**src/rtl/hazard_pkg.sv**
```systemverilog
// Shared types and latency helpers for the hazard scoreboard.
// The lat_cnt_t width shown here is for the default latencies; modules derive their own.
package hazard_pkg;

    localparam int unsigned ALU_LAT_DEF  = 1;
    localparam int unsigned MUL_LAT_DEF  = 3;
    localparam int unsigned LOAD_LAT_DEF = 2;

    typedef logic [4:0] reg_idx_t;

    function automatic int unsigned max3(input int unsigned a, input int unsigned b,
                                         input int unsigned c);
        int unsigned m;
        m = a;
        if (b > m) m = b;
        if (c > m) m = c;
        return m;
    endfunction

    // At least one bit, even if every latency is zero.
    function automatic int unsigned cnt_width(input int unsigned alu_lat,
                                              input int unsigned mul_lat,
                                              input int unsigned load_lat);
        int unsigned w;
        w = $clog2(max3(alu_lat, mul_lat, load_lat) + 1);
        return (w == 0) ? 1 : w;
    endfunction

    localparam int unsigned CNT_W = cnt_width(ALU_LAT_DEF, MUL_LAT_DEF, LOAD_LAT_DEF);

    typedef logic [CNT_W-1:0] lat_cnt_t;

    function automatic int unsigned issue_lat(input logic mem_read, input logic is_mul,
                                              input int unsigned alu_lat,
                                              input int unsigned mul_lat,
                                              input int unsigned load_lat);
        if (mem_read) return load_lat;
        if (is_mul)   return mul_lat;
        return alu_lat;
    endfunction

endpackage

```
**src/rtl/hazard_scoreboard.sv**
```systemverilog
// Per-register countdown array: cycles until each register's writer result is forwardable.
// Answers "ready now" (count 0) and "ready via EX forwarding" (count <= 1) for two sources.
module hazard_scoreboard
    import hazard_pkg::*;
#(
    parameter int unsigned NUM_REGS = 32,
    parameter int unsigned ALU_LAT  = ALU_LAT_DEF,
    parameter int unsigned MUL_LAT  = MUL_LAT_DEF,
    parameter int unsigned LOAD_LAT = LOAD_LAT_DEF
) (
    input  logic       clk,
    input  logic       rst,
    input  logic       load,
    input  logic [4:0] rd,
    input  logic       mem_read,
    input  logic       is_mul,
    input  logic       advance,
    input  logic [4:0] rs1,
    input  logic [4:0] rs2,
    output logic       rs1_now,
    output logic       rs1_fwd,
    output logic       rs2_now,
    output logic       rs2_fwd
);

    localparam int unsigned CntW = cnt_width(ALU_LAT, MUL_LAT, LOAD_LAT);
    typedef logic [CntW-1:0] cnt_t;

    cnt_t cnt_q [NUM_REGS];
    cnt_t cnt_d [NUM_REGS];
    cnt_t load_val;
    cnt_t rs1_cnt;
    cnt_t rs2_cnt;

    assign load_val = cnt_t'(issue_lat(mem_read, is_mul, ALU_LAT, MUL_LAT, LOAD_LAT));

    // A fresh load overrides the decrement of the same entry; x0 is never tracked.
    always_comb begin
        for (int r = 0; r < NUM_REGS; r++) begin
            cnt_d[r] = cnt_q[r];
            if (advance && (cnt_q[r] != '0)) begin
                cnt_d[r] = cnt_q[r] - cnt_t'(1);
            end
            if (load && (rd == reg_idx_t'(r))) begin
                cnt_d[r] = load_val;
            end
        end
        cnt_d[0] = '0;
    end

    always_ff @(posedge clk or negedge rst) begin
        if (!rst) begin
            for (int r = 0; r < NUM_REGS; r++) begin
                cnt_q[r] <= '0;
            end
        end else begin
            for (int r = 0; r < NUM_REGS; r++) begin
                cnt_q[r] <= cnt_d[r];
            end
        end
    end

    always_comb begin
        rs1_cnt = '0;
        rs2_cnt = '0;
        for (int r = 1; r < NUM_REGS; r++) begin
            if (rs1 == reg_idx_t'(r)) rs1_cnt = cnt_q[r];
            if (rs2 == reg_idx_t'(r)) rs2_cnt = cnt_q[r];
        end
    end

    assign rs1_now = (rs1_cnt == '0);
    assign rs1_fwd = (rs1_cnt <= cnt_t'(1));
    assign rs2_now = (rs2_cnt == '0);
    assign rs2_fwd = (rs2_cnt <= cnt_t'(1));

endmodule

```
**src/rtl/hazard_scoreboard_unit.sv**
```systemverilog
// Hazard control for the 5-stage core: ID stall, EX bubble, flush and mispredict.
// Define HAZARD_PERF_EN to build the stall/flush performance counters; otherwise they read 0.
module hazard_scoreboard_unit
    import hazard_pkg::*;
#(
    parameter int unsigned NUM_REGS = 32,
    parameter int unsigned ALU_LAT  = ALU_LAT_DEF,
    parameter int unsigned MUL_LAT  = MUL_LAT_DEF,
    parameter int unsigned LOAD_LAT = LOAD_LAT_DEF
) (
    input  logic        clk,
    input  logic        rst,
    input  logic        ID_Valid,
    input  logic [4:0]  ID_Rs1,
    input  logic [4:0]  ID_Rs2,
    input  logic        ID_UsesRs1,
    input  logic        ID_UsesRs2,
    input  logic        ID_RegWrite,
    input  logic [4:0]  ID_Rd,
    input  logic        ID_MemRead,
    input  logic        ID_IsMul,
    input  logic        ID_AttemptBranch,
    input  logic        ID_IsJALR,
    input  logic        ID_BranchTaken,
    input  logic        ID_PredictBranchTaken,
    input  logic        MEM_Wait,
    output logic        ID_Stall,
    output logic        EX_Bubble,
    output logic        flush,
    output logic        mispredict,
    output logic [31:0] perf_stall_cnt,
    output logic [31:0] perf_flush_cnt
);

    logic rs1_now, rs1_fwd, rs2_now, rs2_fwd;
    logic rs1_ok, rs2_ok;
    logic resolves_in_id;
    logic stall;
    logic issue;
    logic load;

    hazard_scoreboard #(
        .NUM_REGS (NUM_REGS),
        .ALU_LAT  (ALU_LAT),
        .MUL_LAT  (MUL_LAT),
        .LOAD_LAT (LOAD_LAT)
    ) u_scoreboard (
        .clk      (clk),
        .rst      (rst),
        .load     (load),
        .rd       (ID_Rd),
        .mem_read (ID_MemRead),
        .is_mul   (ID_IsMul),
        .advance  (~MEM_Wait),
        .rs1      (ID_Rs1),
        .rs2      (ID_Rs2),
        .rs1_now  (rs1_now),
        .rs1_fwd  (rs1_fwd),
        .rs2_now  (rs2_now),
        .rs2_fwd  (rs2_fwd)
    );

    // Branches and JALR compare in ID, so they cannot take the EX forward path.
    always_comb begin
        resolves_in_id = ID_AttemptBranch | ID_IsJALR;
        rs1_ok = ~ID_UsesRs1 | (resolves_in_id ? rs1_now : rs1_fwd);
        rs2_ok = ~ID_UsesRs2 | (resolves_in_id ? rs2_now : rs2_fwd);
        stall  = rst & ID_Valid & (~(rs1_ok & rs2_ok) | MEM_Wait);
        issue  = rst & ID_Valid & ~stall;
        load   = issue & ID_RegWrite & (ID_Rd != '0);

        ID_Stall   = stall;
        EX_Bubble  = stall & ~MEM_Wait;
        mispredict = issue & ID_AttemptBranch & (ID_BranchTaken != ID_PredictBranchTaken);
        flush      = mispredict | (issue & ID_IsJALR);
    end

`ifdef HAZARD_PERF_EN
    logic [31:0] perf_stall_q;
    logic [31:0] perf_flush_q;

    always_ff @(posedge clk or negedge rst) begin
        if (!rst) begin
            perf_stall_q <= '0;
            perf_flush_q <= '0;
        end else begin
            if (stall) perf_stall_q <= perf_stall_q + 32'd1;
            if (flush) perf_flush_q <= perf_flush_q + 32'd1;
        end
    end

    assign perf_stall_cnt = perf_stall_q;
    assign perf_flush_cnt = perf_flush_q;
`else
    assign perf_stall_cnt = '0;
    assign perf_flush_cnt = '0;
`endif

endmodule

```
**config.mk**
```make
export PLATFORM = sky130hd
export DESIGN_NAME = hazard_scoreboard_unit
export DESIGN_NICKNAME = d
export VERILOG_FILES = /design/src/rtl/hazard_pkg.sv /design/src/rtl/hazard_scoreboard.sv /design/src/rtl/hazard_scoreboard_unit.sv
export SDC_FILE = /design/constraint.sdc
export NUM_CORES = 1
export LEC_CHECK = 0
export ABC_AREA = 1
export ABC_CLOCK_PERIOD_IN_PS = 5100
export BUFFER_PORTS_ARGS = -buffer_cell sky130_fd_sc_hd__buf_2
export CAP_MARGIN = 10
export CORE_MARGIN = 2
export CORE_UTILIZATION = 50
export DETAILED_ROUTE_END_ITERATION = 10
export HOLD_SLACK_MARGIN = 0.1
export PLACE_DENSITY = 0.72
export SLEW_MARGIN = 20
export SYNTH_ARGS = -nofsm -noshare
export SYNTH_HDL_FRONTEND = slang
export SYNTH_SLANG_ARGS = --single-unit
```
**constraint.sdc**
```tcl
create_clock -name clk -period 5.1 [get_ports clk]
set_clock_uncertainty 0.15 [all_clocks]
set_input_delay 0.765 -clock clk [delete_from_list [all_inputs] [get_ports clk]]
set_output_delay 0.765 -clock clk [all_outputs]
set_load 0.01 [all_outputs]
```
# --- Word level (Yosys, flattened, before mapping) ---
# Cells that the tools add are included.
word_totals:
  inputBits: 28
  regBits: 62
  elab_cells: 438
  out_inout_bits: 68
op_classes:
  reduce_logical: 127
  mux: 133
  eq_ne: 94
  n_bitwise: 20
  order_cmp: 2
  add_sub_neg: 31
ops:
  columns: ["operator", "n"]
  rows:
  - ["2-to-1 mux 2 bit", 128]
  - ["equality test 5 bit (second input constant)", 48]
  - ["nonzero test 2 bit", 62]
  - ["equality test 5 x 4 -> 1 bit (second input constant)", 24]
  - ["logical AND 1 bit", 62]
  - ["subtractor 2 x 1 -> 2 bit (second input constant)", 31]
  - ["equality test 5 x 3 -> 1 bit (second input constant)", 12]
  - ["equality test 5 x 2 -> 1 bit (second input constant)", 6]
  - ["equality test 5 x 1 -> 1 bit (second input constant)", 3]
  - ["AND 1 bit", 10]
  - ["2-to-1 mux 1 bit", 5]
  - ["inverter 1 bit", 5]
  - ["OR 1 bit", 5]
  - ["nonzero test 5 bit", 1]
  - ["<= comparator 2 x 1 -> 1 bit (second input constant)", 2]
  - ["logical NOT 2 bit", 2]
  - ["inequality test 1 bit", 1]

# --- Logic depth before layout (Yosys ltp) ---
# Gate-level depths: netlist (run 1).
depth:
  ltp_word: 45
  mapped_depth: 32
  ltp_nobuf: 31

# --- Cells and area by module ---
# A second synthesis (run 1) with hierarchy kept.
unflattened:
  hier_cells: 912
  area_unflattened_um2: 5983.2
modules_own_cells:
  columns: ["mod", "area_each_um2", "cells_each", "instances", "seq_area_each_um2"]
  rows:
  - ["hazard_scoreboard", 5371.4, 820, 1, 1551.5]
  - ["hazard_scoreboard_unit", 611.8, 92, 1, 0.0]

# --- Worst setup path after synthesis (run 1) ---
# Ideal clock, no wire load.
synth_path:
  path_type: "input to output"
  start: "input port ID_Rs2[4]"
  end: "output port flush"
  path_buffers: 1
  slack_ns: 1.238
  t_arrival_ns: 2.947
  required_time_ns: 4.185
  path_stages: 27
  cell_sequence: "buf_2 -> nor2_1 -> nand2_1 -> inv_1 -> nand2_1 -> nand2_1 -> nand3_1 -> nand2_1 -> nand3_1 -> nand2_1 -> nand4_1 -> nand2_1 -> nand2_1 -> nand2_1 -> nand4_1 -> nor2_1 -> nand3_1 -> nand2_1 -> nand3_1 -> nand2_1 -> nand3_1 -> nand2_1 -> nand2_1 -> nand2_1 -> nand4_2 -> nor3_1 -> a21o_1"
synth_between:
  elab_chain_len: 44
  word_cells_on_any_way: 76
  classes_between: "1 x order compare; 31 x eq/ne; 32 x mux; 11 x bitwise; 1 x reduce/logical"
synth_lines:
  columns: ["item", "line_no", "source"]
  rows:
  - ["from (decl)", "hazard_scoreboard_unit.sv:15", "input logic [4:0] ID_Rs2,"]
  - ["equality test 5 x 1 -> 1 bit", "hazard_scoreboard.sv:68", "if (rs2 == reg_idx_t'(r)) rs2_cnt = cnt_q[r];"]
  - ["2-to-1 mux 2 bit (30 in series)", "hazard_scoreboard.sv:68", null]
  - ["2-to-1 mux 2 bit (*)", "hazard_scoreboard.sv:68", null]
  - ["<= comparator 2 x 1 -> 1 bit or logical NOT 2 bit (tied branches)", "hazard_scoreboard.sv:75, hazard_scoreboard.sv:74", null]
  - ["2-to-1 mux 1 bit (*)", "hazard_scoreboard_unit.sv:67", "rs2_ok = ~ID_UsesRs2 | (resolves_in_id ? rs2_now : rs2_fwd);"]
  - ["OR 1 bit (*)", "hazard_scoreboard_unit.sv:67", null]
  - ["AND 1 bit (*)", "hazard_scoreboard_unit.sv:68", "stall = rst & ID_Valid & (~(rs1_ok & rs2_ok) | MEM_Wait);"]
  - ["inverter 1 bit (*)", "hazard_scoreboard_unit.sv:68", null]
  - ["OR 1 bit (*)", "hazard_scoreboard_unit.sv:68", null]
  - ["AND 1 bit (*)", "hazard_scoreboard_unit.sv:68", null]
  - ["inverter 1 bit (*)", "hazard_scoreboard_unit.sv:69", "issue = rst & ID_Valid & ~stall;"]
  - ["AND 1 bit (*)", "hazard_scoreboard_unit.sv:69", null]
  - ["AND 1 bit (*) (2 in series)", "hazard_scoreboard_unit.sv:74", "mispredict = issue & ID_AttemptBranch & (ID_BranchTaken != ID_PredictBranchTaken);"]
  - ["net mispredict", "hazard_scoreboard_unit.sv:30", "output logic mispredict,"]
  - ["OR 1 bit (*)", "hazard_scoreboard_unit.sv:75", "flush = mispredict | (issue & ID_IsJALR);"]
  - ["to (decl)", "hazard_scoreboard_unit.sv:29", "output logic flush,"]
# Mark *: on every way through the listed nets, which the timed path passes. The rest lies on a longest branch.

# --- Final worst setup path (run 1) ---
layout_path:
  start: "input port ID_Rs1[4]"
  end: "output port flush"
layout_between:
  elab_chain_len: 44
  word_cells_on_any_way: 76
  classes_between: "1 x order compare; 31 x eq/ne; 32 x mux; 11 x bitwise; 1 x reduce/logical"
layout_lines:
  columns: ["item", "line_no", "source"]
  rows:
  - ["from (decl)", "hazard_scoreboard_unit.sv:14", "input logic [4:0] ID_Rs1,"]
  - ["equality test 5 x 1 -> 1 bit", "hazard_scoreboard.sv:67", "if (rs1 == reg_idx_t'(r)) rs1_cnt = cnt_q[r];"]
  - ["2-to-1 mux 2 bit (30 in series)", "hazard_scoreboard.sv:67", null]
  - ["2-to-1 mux 2 bit (*)", "hazard_scoreboard.sv:67", null]
  - ["<= comparator 2 x 1 -> 1 bit or logical NOT 2 bit (tied branches)", "hazard_scoreboard.sv:73, hazard_scoreboard.sv:72", null]
  - ["2-to-1 mux 1 bit (*)", "hazard_scoreboard_unit.sv:66", "rs1_ok = ~ID_UsesRs1 | (resolves_in_id ? rs1_now : rs1_fwd);"]
  - ["OR 1 bit (*)", "hazard_scoreboard_unit.sv:66", null]
  - ["AND 1 bit (*)", "hazard_scoreboard_unit.sv:68", null]
  - ["inverter 1 bit (*)", "hazard_scoreboard_unit.sv:68", null]
  - ["OR 1 bit (*)", "hazard_scoreboard_unit.sv:68", null]
  - ["AND 1 bit (*)", "hazard_scoreboard_unit.sv:68", null]
  - ["inverter 1 bit (*)", "hazard_scoreboard_unit.sv:69", null]
  - ["AND 1 bit (*)", "hazard_scoreboard_unit.sv:69", null]
  - ["AND 1 bit (2 in series)", "hazard_scoreboard_unit.sv:74", null]
  - ["OR 1 bit (*)", "hazard_scoreboard_unit.sv:75", null]
# Every way passes the cells marked *; elsewhere a longest branch is shown, timed or not.

==> results of run 1 <==
[path summary, 6_finish.rpt]
check / startpoint / end / slack [ps] / cells past startpoint
min: rst / u_scoreboard.cnt_q[46] / 180 / 1
min in group clk: u_scoreboard.cnt_q[15] / u_scoreboard.cnt_q[15] / 370 / 2
max in group asynchronous: rst / u_scoreboard.cnt_q[59] / 3630 / 2
max reg2reg: u_scoreboard.cnt_q[58] / u_scoreboard.cnt_q[1] / 1680 / 27
min reg2reg: u_scoreboard.cnt_q[15] / u_scoreboard.cnt_q[15] / 370 / 2
max: ID_Rs1[4] / flush / 590 / 27
[worst reg2reg max path, cell delays in order (launching register included)]
cell     delay, ps
dfrtp_1        440
nand4_1        120
nand2_1         60
nor2_1         130
nand3_1         90
nand2_1         70
nand3_1         60
nand2_1         70
nand4_1         80
nand2_1         80
nand4_1        120
nand2_1         90
nand4_1         80
nand2_1        100
nand4_1        110
nand2_1         80
nand4_1         80
nand2_1         70
nand3_1         60
nand2_1         60
nand2_1         50
nand2_1         90
nand4_2        120
nor2_4         140
buf_12         340
nand2_1        230
nand2_1        100
o21ai_1         60
[report_power, final]
part | switching [mW] | leakage, nW | total (mW) | internal, mW
clock | 0.237 | 0.128 | 0.564 | 0.327
sequential | 0.293 | 0.705 | 1.04 | 0.752
combinational | 0.757 | 2.58 | 1.25 | 0.488
[cells in the final DEF, fill, tap and decap left out]
master and n:
a21o_1 2, nor2_2 2, inv_1 117, a31o_2 2, nor2_1 143, buf_4 2
dfrtp_1 62, o22ai_1 2, a21oi_1 45, nor3_1 19, clkinv_4 1, nand3_1 62
nor2_4 1, ha_1 31, buf_2 31, conb_1 64, o21ai_0 8, nand4_1 83
clkinv_1 3, buf_12 1, xor2_1 30, clkinv_2 3, a21boi_0 1, nand2_2 1
o21ai_1 10, clkbuf_16 9, clkbuf_1 1, inv_2 7, nand2_1 254, a31oi_1 2
a22oi_1 1, nand4_2 1, clkinvlp_4 2
[metal layers]
layer,routed length [µm],global-route usage [%]
met4,516,9.88
met1,7870,37.1
met5,0,0
met2,7160,40.0
met3,1070,5.32
[logic make-up (layout without fill, tap and decap cells)]
logic type | count (synthesis) | count (layout) | share of synthesized area (%)
and+or+nand+nor | 566 | 566 | 40.0
adders and majority gates | 31 | 31 | 6.33
xor gates and xnor gates | 30 | 30 | 4.28
other | 1 | 64 | 0.0612
buffers and inverters | 220 | 177 | 17.7
AOI/OAI and AO/OA | 73 | 73 | 6.33
DFF | 62 | 62 | 25.3
[cell type report]
cell class                      instances  area share [%]
Clock buffer                           10            3.57
Clock inverter                          6           0.605
Inverter                              127            7.44
Multi-Input combinational cell        764            58.3
Sequential cell                        62            24.2
Tap cell                              147            2.87
Timing Repair Buffer                   34            2.97
[per-stage QoR]
step / utilization, % / power [mW] / instances / instance area [µm²] / worst slack, ps
finish: 53.3 / 2.85 / 1150 / 6410 / 587
CTS: 53.3 / 2.85 / 1150 / 6410 / 632
detailed placement: 51.1 / 2.27 / 1134 / 6140 / 635
floorplan: - / 1.97 / 1046 / 6370 / 1240
global route: 53.3 / 3.17 / 1150 / 6410 / 243
global placement: 51.1 / 2.24 / 1134 / 6140 / 630
==> reports/qor.txt, run 1 <==
final setup fails - 0
maximum vdd drop - 0.247 mV
Overall Global Routing Usage - 26.3%
post-synthesis sequential area ratio - 25.3%
Worst EP required - 4180 ps
Setup TNS Final - 0 ps
Yosys top cell by area - dfrtp_1
Worst-path clk slew - 60 ps
I/O pin count - 96
Post-Route WL - 16600 µm
post-CTS sizing - 0
CP Capture Type - output port
top flop regs - u_scoreboard.cnt_q (62)
max FFs per register - 62
HP Class - in -> async
vias after detailed routing - 6089
post-CTS setup buffers - 0
GP Congestion - 0.947
crit share post-route - 88.5%
Crit Path Category - in -> out
Initial Utilization - 51.1%
synth unique cells - 29
later-pin clock latency in the skew report - 340 ps
mapped cell area - 0.00613 mm²
CTS sink cnt - 62
CTS tree - yes
synthesized area per cell - 6.24 µm²
crit path max fanout - 27
die width - 115 µm
# fillers - 1239
Final Hold Viols - 0
DIE HEIGHT - 115 µm
diode count - 0
Post-synth EDFFs - 0
buffer and inverter count on the worst path - 3
Highest Clock Rate - 0.222 GHz
Yosys reg bits - 62
fraction of layout cells with a size suffix above 1 - 6.28%
IO buf count - 31
grt total ovfl - 0
Post-synth top flop - dfrtp_1
Slew Viols, Final - 0
Site Rows - 40
CTS H-tree depth - 3
Leakage Power - 3.41 nW
FFs w/ async S/R, synth - 100%
drt drc - 0
Final min period - 4510 ps
CTS Buffer Depth - 2
Worst setup SP type - primary input
CP most frequent cell - nand2_1
CTS root buf - clkbuf_16
Worst slew margin - 32.8%
Crit path arrival time - 3600 ps
Max stage delay on crit path - 260 ps
MaxCap Viol Count - 0
Ys Warns - 0
CTS Buf Count - 9
unrepaired setup endpoints after global routing - no
count leader, synth - nand2_1
Syn Inst Count - 983
Worst Hold Margin - 182 ps
Hold-fix buffers, CTS - 0
Reg with most FFs - u_scoreboard.cnt_q
Synth area leaders - dfrtp_1 (25%), nand2_1 (16%), nor2_1 (8.8%)
Final #Nets - 1057
status - completed
CORE AREA - 0.0120 mm²
initial antenna violation count - 0
dpl hpwl - 12200 µm
Area growth syn-to-layout - 4.47%
Routed WL per cell - 14.5 µm
first-pass GRT wire length - 27100 µm
Slew @ Worst Pin - 1000 ps
first drt pass iteration count - 5
pin count of the biggest net entering global routing - 92
multi-input logic area - 0.00374 mm²
Post-DRT Antenna Nets - 0
list of most frequent post-synthesis cells - nand2_1 (254), nor2_1 (144), inv_1 (117)
PD cells - 445 mW/mm²
top cell type's share of synthesized area - 25.3%
Reg area - 0.00155 mm²
vias in the first global route - 5291
crit-path leading delay family - simple AND/OR/NAND/NOR gates
DIE AREA - 0.0132 mm²
Starting DRT DRC Count - 431
DR vias/cell - 5.29
critical path's slowest cell - buf_2
No activity file was read; power rests on OpenSTA's default activity.
==> run 2, diff against run 1 <==
CORE_MARGIN = 10   (was 2)
CORE_UTILIZATION = 38   (was 50)
PLACE_DENSITY = unset   (was 0.72)
==> run 2 against run 1 <==
Compared with the run above: sequential power about the same; flip-flop and latch count unchanged; register-to-register slack improved by 60 ps; combinational power about the same; critical path type unchanged.
==> reports/qor.txt, run 2 (synthesis gave the netlist of run 1 again) <==
first-pass GRT wire length - 30000 µm
Crit Path Category - in -> out
Critical Path Start - ID_Rs1[4]
grt total ovfl - 0
reg-to-reg setup timing slack - 1740 ps
first drt pass iteration count - 5
Setup TNS Final - 0 ps
drt drc - 0
Post-DRT Antenna Nets - 0
Area growth syn-to-layout - 6.55%
dpl hpwl - 13800 µm
Routed WL per cell - 15.1 µm
Slew @ Worst Pin - 1110 ps
CTS H-tree depth - 3
vias in the first global route - 5722
MaxCap Viol Count - 0
Slew Viols, Final - 0
CTS tree - yes
# fillers - 1758
I/O pin count - 96
fraction of layout cells with a size suffix above 1 - 6.37%
initial antenna violation count - 0
PD cells - 450 mW/mm²
status - completed
worst reg2reg path depth - 27
Reg with most FFs - u_scoreboard.cnt_q
Worst EP required - 4180 ps
Worst Setup EP - flush
Hold Path Stages - 2
CTS Buffer Depth - 2
GP Congestion - 0.974
max FFs per register - 62
Starting DRT DRC Count - 435
dpl ws - 562 ps
reg2reg start - u_scoreboard.cnt_q[58]
DR vias/cell - 5.00
HP Class - reg -> reg
CTS sink cnt - 62
vias after detailed routing - 6094
fin util - 41.3%
diode count - 0
Final Hold Viols - 0
DIE HEIGHT - 147 µm
CTS root buf - clkbuf_16
later-pin clock latency in the skew report - 350 ps
crit path max fanout - 27
Worst setup SP type - primary input
final setup fails - 0
Hold-fix buffers, CTS - 0
die width - 147 µm
Leakage Power - 3.44 nW
most frequent cells in the layout - nand2_1 (254), nor2_1 (143), inv_1 (117), nand4_1 (83), conb_1 (64)
DIE AREA - 0.0216 mm²
Post-Route WL - 18400 µm
CORE AREA - 0.0158 mm²
Final #Nets - 1058
post-CTS setup buffers - 0
post-route setup slack - 527 ps
commonest non-fill, non-tap cell in the layout - nand2_1
Worst-path clk slew - 60 ps
IO buf count - 31
CTS Buf Count - 9
post-CTS sizing - 0
Worst Hold Margin - 372 ps
Reg-to-Reg End - u_scoreboard.cnt_q[13]
CP Capture Type - output port
Initial Utilization - 38.7%
top flop regs - u_scoreboard.cnt_q (62)
Crit path arrival time - 3660 ps
Highest Clock Rate - 0.219 GHz
crit share post-route - 89.7%
Final min period - 4570 ps
Worst slew margin - 25.7%
unrepaired setup endpoints after global routing - no
maximum vdd drop - 0.188 mV
Site Rows - 46
pin count of the biggest net entering global routing - 92
Overall Global Routing Usage - 17.1%
[run 2: power breakdown]
part / switching, mW / internal [mW]
clock: 0.242 / 0.402
sequential: 0.295 / 0.752
combinational: 0.762 / 0.490
[run 2: layer usage]
layer | up-vias | routed length [µm] | GRT usage (%)
met1 | 2809 | 8700 | 22.6
met3 | 19 | 1060 | 3.41
met5 | - | 0 | 0
met2 | 178 | 8420 | 27.3
met4 | 0 | 259 | 5.50
li1 | 3088 | - | -
[run 2: worst min path at each step]
stage | from | end | slack (ps)
2_1_floorplan | rst | u_scoreboard.cnt_q[0] | 320
4_1_cts | u_scoreboard.cnt_q[15] | u_scoreboard.cnt_q[15] | 370
3_5_place_dp | u_scoreboard.cnt_q[15] | u_scoreboard.cnt_q[15] | 360
6_report | u_scoreboard.cnt_q[15] | u_scoreboard.cnt_q[15] | 370
3_3_place_gp | u_scoreboard.cnt_q[15] | u_scoreboard.cnt_q[15] | 350
5_1_grt | u_scoreboard.cnt_q[15] | u_scoreboard.cnt_q[15] | 400
[run 2: layout make-up]
class,count,area (µm²),area share (%)
clock buffers,12,256,3.93
clock inverters,4,45.0,0.689
inverters,127,477,7.30
multi-input cells,764,3740,57.2
flip-flops and latches,62,1550,23.7
well taps,216,270,4.14
repair buffers,35,198,3.03
[run 2: worst max-delay path, stage by stage]
cell,delay [ps]
buf_2,200
inv_2,380
nand3_1,170
clkinv_1,90
nand2_1,50
o21ai_1,80
nand4_1,100
nand2_1,80
nand4_1,90
nand2_1,70
nand4_1,110
nand2_1,100
nand2_1,50
nand2_1,50
nand2_1,50
nand2_1,70
nand4_1,90
nand2_1,70
nand4_1,80
nand2_1,80
nand3_1,70
nand2_1,60
nand2_1,50
nand2_1,90
nand4_2,120
nor3_1,210
a21o_1,110
buf_2,120
[run 2: per-stage QoR]
step	power [mW]	area [µm²]	cells
after floorplan	1.97	6370	1046
final	2.94	6530	1220
after CTS	2.94	6530	1220
after detailed placement	2.29	6230	1204
after global placement	2.26	6230	1204
after global routing	3.24	6530	1220
